===== src/rtl/bus_master_port.sv =====
`default_nettype none
// ============================================================================
// bus_master_port : per-master serial bus port (request, address/data shift,
//                   read split, completion). Optional: BUS_MASTER_TIMEOUT_EN.
// Revision        : 1.0 - initial release
// ============================================================================
module bus_master_port #(
    parameter int ADDR_W  = 14,
    parameter int DATA_W  = 8,
    parameter int TIMEOUT = 64
) (
    input  logic              CLK,
    input  logic              RSTN,
    input  logic              M_START,
    input  logic              M_RW,
    input  logic [ADDR_W-1:0] M_ADDR,
    input  logic [DATA_W-1:0] M_WDATA,
    output logic [DATA_W-1:0] M_RDATA,
    output logic              M_DONE,
    output logic              M_ERR,
    output logic              M_BUSY,
    output logic              B_REQ,
    input  logic              B_GRANT,
    output logic              B_UTIL,
    output logic              B_RW,
    output logic              B_TX,
    output logic              B_TX_VALID,
    input  logic              B_RX,
    input  logic              B_RX_VALID,
    input  logic              B_ACK,
    input  logic              B_SPLIT
);
    localparam int SH_W  = (ADDR_W > DATA_W) ? ADDR_W : DATA_W;
    localparam int CNT_W = $clog2(SH_W + 1);

    typedef enum logic [2:0] {
        S_IDLE, S_REQ, S_ADDR, S_ACK_WAIT, S_WDATA, S_SPLIT_WAIT, S_RDATA, S_DONE
    } state_t;

    state_t            r_state, w_next;
    logic              r_rw, r_err;
    logic [SH_W-1:0]   r_sh;
    logic [DATA_W-1:0] r_wdata, r_rx, r_rdata;
    logic [CNT_W-1:0]  r_cnt;
    logic              w_illegal, w_last_addr, w_last_data, w_abort, w_timeout;
    logic              w_util, w_txv, w_rx_take;

    assign w_illegal   = (M_ADDR[ADDR_W-1 -: 2] == 2'b11);
    assign w_last_addr = (r_cnt == CNT_W'(ADDR_W - 1));
    assign w_last_data = (r_cnt == CNT_W'(DATA_W - 1));
    assign w_rx_take   = (r_state == S_RDATA) && B_GRANT && B_RX_VALID;

`ifdef BUS_MASTER_TIMEOUT_EN
    localparam int TMO_W = $clog2(TIMEOUT + 1);
    logic [TMO_W-1:0] r_tmo;

    always_ff @(posedge CLK or negedge RSTN) begin
        if (!RSTN)
            r_tmo <= '0;
        else if (w_next != r_state)
            r_tmo <= '0;
        else if (r_state == S_ACK_WAIT || r_state == S_SPLIT_WAIT)
            r_tmo <= r_tmo + TMO_W'(1);
    end

    assign w_timeout = (r_state == S_ACK_WAIT || r_state == S_SPLIT_WAIT) &&
                       (r_tmo == TMO_W'(TIMEOUT - 1));
`else
    logic w_unused_tmo;
    assign w_unused_tmo = (TIMEOUT != 0);
    assign w_timeout    = 1'b0;
`endif

    always_comb begin
        w_next  = r_state;
        w_abort = 1'b0;
        case (r_state)
            S_IDLE:       if (M_START) w_next = w_illegal ? S_DONE : S_REQ;
            S_REQ:        if (B_GRANT) w_next = S_ADDR;
            S_ADDR: begin
                if (!B_GRANT) begin
                    w_next  = S_DONE;
                    w_abort = 1'b1;
                end else if (w_last_addr) begin
                    w_next = S_ACK_WAIT;
                end
            end
            S_ACK_WAIT: begin
                // Split wins over a same-cycle ACK; only reads may be split.
                if (w_timeout) begin
                    w_next  = S_DONE;
                    w_abort = 1'b1;
                end else if (!r_rw && B_SPLIT) begin
                    w_next = S_SPLIT_WAIT;
                end else if (B_ACK) begin
                    w_next = r_rw ? S_WDATA : S_RDATA;
                end
            end
            S_WDATA: begin
                if (!B_GRANT) begin
                    w_next  = S_DONE;
                    w_abort = 1'b1;
                end else if (w_last_data) begin
                    w_next = S_DONE;
                end
            end
            S_SPLIT_WAIT: begin
                if (w_timeout) begin
                    w_next  = S_DONE;
                    w_abort = 1'b1;
                end else if (B_GRANT && !B_SPLIT) begin
                    w_next = S_RDATA;
                end
            end
            S_RDATA: begin
                if (!B_GRANT) begin
                    w_next  = S_DONE;
                    w_abort = 1'b1;
                end else if (B_RX_VALID && w_last_data) begin
                    w_next = S_DONE;
                end
            end
            S_DONE:       w_next = S_IDLE;
            default:      w_next = S_IDLE;
        endcase
    end

    always_ff @(posedge CLK or negedge RSTN) begin
        if (!RSTN)
            r_state <= S_IDLE;
        else
            r_state <= w_next;
    end

    always_ff @(posedge CLK or negedge RSTN) begin
        if (!RSTN) begin
            r_rw    <= 1'b0;
            r_err   <= 1'b0;
            r_sh    <= '0;
            r_wdata <= '0;
            r_rx    <= '0;
            r_rdata <= '0;
            r_cnt   <= '0;
        end else begin
            if (r_state == S_IDLE && M_START) begin
                r_rw    <= M_RW;
                r_err   <= w_illegal;
                r_sh    <= SH_W'(M_ADDR);
                r_wdata <= M_WDATA;
            end else if (w_abort) begin
                r_err <= 1'b1;
            end

            if (r_state == S_ACK_WAIT && w_next == S_WDATA)
                r_sh <= SH_W'(r_wdata);
            else if (r_state == S_ADDR || r_state == S_WDATA)
                r_sh <= r_sh >> 1;

            // LSB arrives first, so shift in from the top.
            if (w_rx_take) begin
                r_rx <= {B_RX, r_rx[DATA_W-1:1]};
                if (w_last_data)
                    r_rdata <= {B_RX, r_rx[DATA_W-1:1]};
            end

            if (w_next != r_state)
                r_cnt <= '0;
            else if (r_state == S_ADDR || r_state == S_WDATA || w_rx_take)
                r_cnt <= r_cnt + CNT_W'(1);
        end
    end

    assign w_util     = (r_state == S_ADDR) || (r_state == S_ACK_WAIT) ||
                        (r_state == S_WDATA) || (r_state == S_RDATA);
    assign w_txv      = (r_state == S_ADDR) || (r_state == S_WDATA);

    assign B_UTIL     = w_util;
    assign B_REQ      = (r_state == S_REQ) || w_util ||
                        ((r_state == S_SPLIT_WAIT) && !B_SPLIT);
    assign B_RW       = r_rw & w_util;
    assign B_TX_VALID = w_txv;
    assign B_TX       = w_txv & r_sh[0];
    assign M_BUSY     = (r_state != S_IDLE);
    assign M_DONE     = (r_state == S_DONE);
    assign M_ERR      = (r_state == S_DONE) & r_err;
    assign M_RDATA    = r_rdata;

endmodule
`default_nettype wire


===== config.mk =====
export PLATFORM = sky130hd
export DESIGN_NAME = bus_master_port
export DESIGN_NICKNAME = d
export VERILOG_FILES = /design/src/rtl/bus_master_port.sv
export SDC_FILE = /design/constraint.sdc
export NUM_CORES = 1
export LEC_CHECK = 0
export BUFFER_PORTS_ARGS = -buffer_cell sky130_fd_sc_hd__buf_2
export CORE_ASPECT_RATIO = 1.5
export CORE_MARGIN = 2
export CORE_UTILIZATION = 50
export CTS_CLUSTER_SIZE = 10
export DETAILED_ROUTE_END_ITERATION = 6
export GPL_ROUTABILITY_DRIVEN = 0
export GPL_TIMING_DRIVEN = 0
export PLACE_DENSITY = 0.78
export SLEW_MARGIN = 20
export SYNTH_ARGS = -nofsm -noshare
export SYNTH_HDL_FRONTEND = slang
export SYNTH_SLANG_ARGS = --single-unit

===== constraint.sdc =====
create_clock -name CLK -period 1.9 [get_ports CLK]
set_input_delay 0.19 -clock CLK [delete_from_list [all_inputs] [get_ports CLK]]
set_output_delay 0.19 -clock CLK [all_outputs]
set_load 0.01 [all_outputs]

# Word level (Yosys, flattened, before mapping)

Cells that the tools add are included.

Flip-flop bits (word level): 47
Input bits: 31
Output and inout bits: 16
Logic and storage cells: 71

Add/subtract/negate cells: 1
Equal/unequal tests: 12
Muxes and demuxes: 23
Bitwise operators: 3
Reduce and logical (&&, ||, !) cells: 24

Operator list:

| cell                                                 | count |
|---|---|
| two-way mux 14 bit                                   | 3 |
| two-way mux 3 bit                                    | 12 |
| case mux 3 bit (8 select lines)                      | 1 |
| equality test 3 bit (second input constant)          | 5 |
| logical AND 1 bit                                    | 8 |
| two-way mux 4 bit                                    | 2 |
| logical OR 1 bit                                     | 7 |
| equality test 3 x 2 -> 1 bit (second input constant) | 2 |
| nonzero test 3 bit                                   | 2 |
| adder 4 x 1 -> 4 bit (second input constant)         | 1 |
| equality test 4 x 3 -> 1 bit (second input constant) | 1 |
| equality test 4 bit (second input constant)          | 1 |
| two-way mux 1 bit                                    | 4 |
| nonzero test 2 bit                                   | 2 |
| AND 1 bit                                            | 3 |
| equality test 3 x 1 -> 1 bit (second input constant) | 1 |
| logical NOT 3 bit                                    | 1 |
| inequality test 3 bit                                | 1 |
| OR reduction 3 bit                                   | 1 |
| equality test 2 bit (second input constant)          | 1 |
| logical NOT 1 bit                                    | 2 |
| two-way mux 2 bit                                    | 1 |
| AND reduction 2 bit                                  | 1 |

# Longest topological paths before layout

Word-level depth: 8
Depth in mapped cells: 6

# Worst setup path after synthesis

OpenSTA, ideal clock, no wires.

Path type: register -> register
Start point: reg r_state[0]
End point: reg r_rdata[0] (netlist: M_RDATA[0])
Arrival time: 1,445 ps
Setup slack: 330 ps
Stages on the path, launching flop included: 6
Buffers on the path: 1
Period minus slack after synthesis: 1,570 ps
Path through: dfrtp_1 -> and2b_1 -> nand4_4 -> or2_1 -> buf_6 -> mux2_4

Word-level cells in the longest chain between the ends: 4

RTL lines:

| item                           | line | RTL |
|---|---|---|
| from (decl)                    | 40   | `state_t r_state, w_next;` |
| from (signal assigned)         | 132  | `r_state <= w_next;` |
| equality test 3 bit            | 51   | `assign w_rx_take = (r_state == S_RDATA) && B_GRANT && B_RX_VALID;` |
| logical AND 1 bit (2 in a row) | 51   |  |
| AND reduction 2 bit (no line)  | -    |  |
| to (signal assigned)           | 163  | `r_rdata <= {B_RX, r_rx[DATA_W-1:1]};` |
| to (decl)                      | 43   | `logic [DATA_W-1:0] r_wdata, r_rx, r_rdata;` |

No other way between the ends.
A chain may end at the register's enable or synchronous reset.

# Worst setup path in the final report

Start point: reg r_state[1]
End point: out B_TX

Word-level cells in the longest chain between the ends: 3

RTL lines:

| item                                                                | line | RTL |
|---|---|---|
| equality test 3 x 2 -> 1 bit or equality test 3 bit (tied branches) | 175  | `assign w_txv = (r_state == S_ADDR) \|\| (r_state == S_WDATA);` |
| logical OR 1 bit (*)                                                | 175  |  |
| AND 1 bit (*)                                                       | 182  | `assign B_TX = w_txv & r_sh[0];` |
| to (decl)                                                           | 26   | `output logic B_TX,` |

Every way passes the cells marked *; elsewhere a longest branch is shown, timed or not.

==> results <==
- For this run, the share of the core covered by cells in the final layout is 61.2%.
- In this run, the combinational gates consume 42.3% of the power.
- Total power for the finished layout comes to 0.00379 W.
- The initial utilization of the core area, before any placement, comes to 51.6%.
- The count of final hold-check violations is 0.
- The static leakage power is 1.44 nW.
- The number of buffers created by CTS is 5.
- Traced cell by cell, the critical path runs through inv_2 -> nand2_1 -> a21o_4 -> buf_2 -> nor2_1 -> buf_2.
- The depth of the critical timing path with buffers and inverters included is 6.
- The core footprint is 4470 um2.
- Of the cells placed in the final design, the portion with a size suffix greater than 1 is 28.9%.
- The number of cells on the worst reg-to-reg path is 6.
- The detailed router placed 1937 vias in this run.
- The clock sink count is 46.
- The clock latency on the worst-skew pair is 0.30 ns.
- The worst vdd rail ir drop is 0.000805 V.
- The wire-length estimate of the detail-placed layout is 3540 um.
- The share of power burned in registers is 41.1%.
- Of the synthesized area, sequential elements account for 49.9%.
- The peak clock frequency supported by timing is 0.546 GHz.
- The count of boundary I/O pins is 47.
- The worst path required time is 1.71 ns.
- The clock network burns 16.6% of the power.
- The clock transition at the registers of the reported paths is 0.10 ns.
- Counting every net in the synthesized netlist gives 278.
- The mapped netlist covers 2300 um2.
- Global routing finished with a remaining overflow of 0.
- The count of inserted antenna diode cells is 0.
- At the pin with the least slew margin, the transition time is 0.591 ns.
- The period utilization is 96.4%.
- Dividing the detail-routed wire length by the instance count gives 14.0 um.
- For this run, design rule violations remaining after detail routing come to 0.
- The die covers 5180 um2.
- The total net switching power is 0.00152 W.
- The buffer and inverter count on the worst path is 3.
- After routing the design area is 2730 um2.
- The kind of cell with the highest combined delay on the critical path is flip-flops.
- The maximum number of pins on one net before global-route repair is 47.
- The endpoint class of the critical path is an output pin.
- The worst setup skew after layout is 0.00768 ns.
- The average via count per standard cell is 5.55.
- Summing all multi-input logic gate instances after layout gives 1080 um2.
- The share of async-settable or async-resettable flops after synthesis is 100%.
- The category of the most critical setup path is register to output pin.
- The cell type with the largest total area after synthesis is dfrtp_1.
- The final max-slew violation count is 0.
- For this block, the routed nets add up to 4890 um of wire.
- In this run the tightest slew margin relative to its limit is 60.6%.
- For this run, the detailed router's first-pass iteration total came to 4.
- Global routing used 20.5% of the available tracks.
- The kind of path behind the tightest hold check is primary input to register.
- The peak fanout along the critical path is 10.
- The most common cell in the netlist is nand2_1.
- The number of antenna violations at the first check in global routing is 0.
- In this run the core area contains 30 standard-cell rows.
- The fraction of power spent switching nets is 40.0%.
- The worst setup path is launched from a register.
- After synthesis, the netlist uses 36 different library cells.
- The cell type with the highest occurrence count on the critical path is buf_2.
- Counting instances, the worst hold path has a depth of 3.
- For this run, the leading register cell type out of synthesis is dfrtp_1.
- The footprint of the flip-flops and latches is 1150 um2.
- The global-route wire length before repair is 8210 um.
- Internal power comes to 0.00228 W.
- The per-instance average area after synthesis is 9.41 um2.
- The number of fillers in the final layout is 395.
- At the end of the flow, the number of nets in the layout was 333.
- The final setup violation count is 0.
- The share of the synthesized area in the top cell type is 49.9%.
- In this run the number of H-tree levels came out at 2.
- The number of buffers inserted by port buffering is 46.
- The worst path arrival time is 1.64 ns.
- Counting every instance in the synthesized netlist gives 245.
- Sorting the synthesized cells by area gives the leading types as dfrtp_1 50%, nand2_1 10%, mux2_4 5.2%.
- After the first detailed-routing iteration, the DRC count stood at 42.
- By count the netlist is led by 64 x nand2_1, 46 x dfrtp_1, 23 x o21ai_0, 17 x nor2_1.
- The root buffer selected by CTS is clkbuf_8.
- The placement-stage cell area is 2590 um2.
- Yosys printed 0 warnings.
- The count of nets left with antenna violations after detail routing is 0.
- The slowest cell on the critical path is dfrtp_2.
- The CTS tree is done.
- The area growth from synthesis to layout is 18.6%.
- The die boundary width is 59.4 um.
- The number of synthesized register bits is 46.
- On the worst path, the slowest cell contributes a delay of 0.46 ns.
- The run finished with clean final reports.
- The routed design could run at a clock period as short as 1.83 ns.
- In this run, synthesis inferred 0 flip-flops with an integrated enable.
- In this run the power density over the cells is 1390 nW/um2.
- The via count of the first global-routing pass is 1901.
- The floorplan step set the die height to 87.2 um.
- The number of max-cap violations is 0.
- The number of buffers between clock root and the deepest sink is 2.
==> repair_timing <==
item	4_1_cts	5_1_grt
pin swaps	1	0
hold buffers	0	1
resized for setup	1	7
setup endpoints to repair	1	20
endpoints found under the hold margin	0	46
buffers inserted	0	1
==> state kept, by name, summed over array words and instances (netlist names) <==
name and flops:
r_err 1, r_cnt 4, r_rx 7, M_RDATA 8
r_state 3, r_sh 14, r_rw 1, r_wdata 8
==> worst paths after layout <==
kind                            start    endpoint  slack, ns
min in group asynchronous        RSTN  r_wdata[2]       0.42
max in group asynchronous        RSTN  r_state[2]       1.04
max reg2reg                r_state[1]       r_err       0.17
max                        r_state[1]        B_TX       0.07
min reg2reg                r_wdata[3]  r_wdata[3]       0.49
min                        M_WDATA[3]  r_wdata[3]       0.07
==> logic make-up (layout without fill, tap and decap cells) <==
group                    Yosys count  count (layout)  share of synthesized area, %
AND/OR/NAND/NOR                  106             106                          20.6
AO/OA/AOI/OAI                     49              49                          12.5
flip-flops                        46              46                          49.9
multiplexers                      20              20                          10.8
buffers and inverters             19              75                          3.91
XOR/XNOR                           3               3                          1.14
adder cells (fa/ha/maj)            2               2                          1.09
==> power groups by stage <==
stage,Clock (W),Combinational [W],Sequential (W)
floorplan,0,0.00114,0.00149
global placement,0,0.00149,0.00154
detailed placement,0,0.00155,0.00155
CTS,0.000638,0.00157,0.00154
global route,0.000681,0.00181,0.00160
finish,0.000629,0.00161,0.00156
==> per-layer routing <==
layer / GRT usage [%] / vias to the layer above / part of all wire [%]
li1: - / 943 / -
met1: 25.1 / 933 / 42
met2: 35.7 / 57 / 53
met3: 3.27 / 4 / 4.1
met4: 7.44 / 0 / 0.74
met5: 0 / - / 0
==> cells in the final DEF (no fill, tap or decap), types with 2 or more instances in the layout <==
cell type   count
nand2_1        64
mux2_2          7
and2_1          3
dfrtp_2         2
mux2_4          8
buf_2          53
and3_1          8
nor2_1         17
mux2i_1         5
ha_1            2
buf_4           2
a21oi_1         9
inv_1           7
clkbuf_8        5
xor2_1          3
nand3_1         3
a31oi_1         2
a211oi_1        6
a311oi_1        2
dfrtp_1        44
o21ai_0        23
clkinvlp_4      2
==> worst register-to-register path, delay by kind of cell (launching register included) <==
kind | cells | cell delay, ns
buffers and inverters | 2 | 0.48
AO/OA/AOI/OAI | 1 | 0.15
flip-flops | 1 | 0.46
AND/OR/NAND/NOR | 3 | 0.53
==> stage by stage <==
| step | cells | TNS [ns] | setup WS, ns | hold slack (ns) |
|---|---|---|---|---|
| after CTS | 347 | 0 | 0.00400 | 0.0619 |
| after floorplan | 245 | 0 | 0.330 | -0.106 |
| after global routing | 349 | -0.00494 | -0.00494 | 0.0607 |
| after global placement | 339 | 0 | 0.104 | 0.379 |
| final | 349 | 0 | 0.0678 | 0.0654 |
| after detailed placement | 339 | 0 | 0.113 | 0.383 |
==> cell type report <==
cell class	instances	area share, %
sequential	46	42.2
timing repair buffer	48	9.16
multi-input combinational	180	39.7
clock inverter	3	0.870
inverter	8	1.10
clock buffer	5	2.52
buffer	11	2.29
tap	48	2.20
Power figures use the tool's default switching activity.
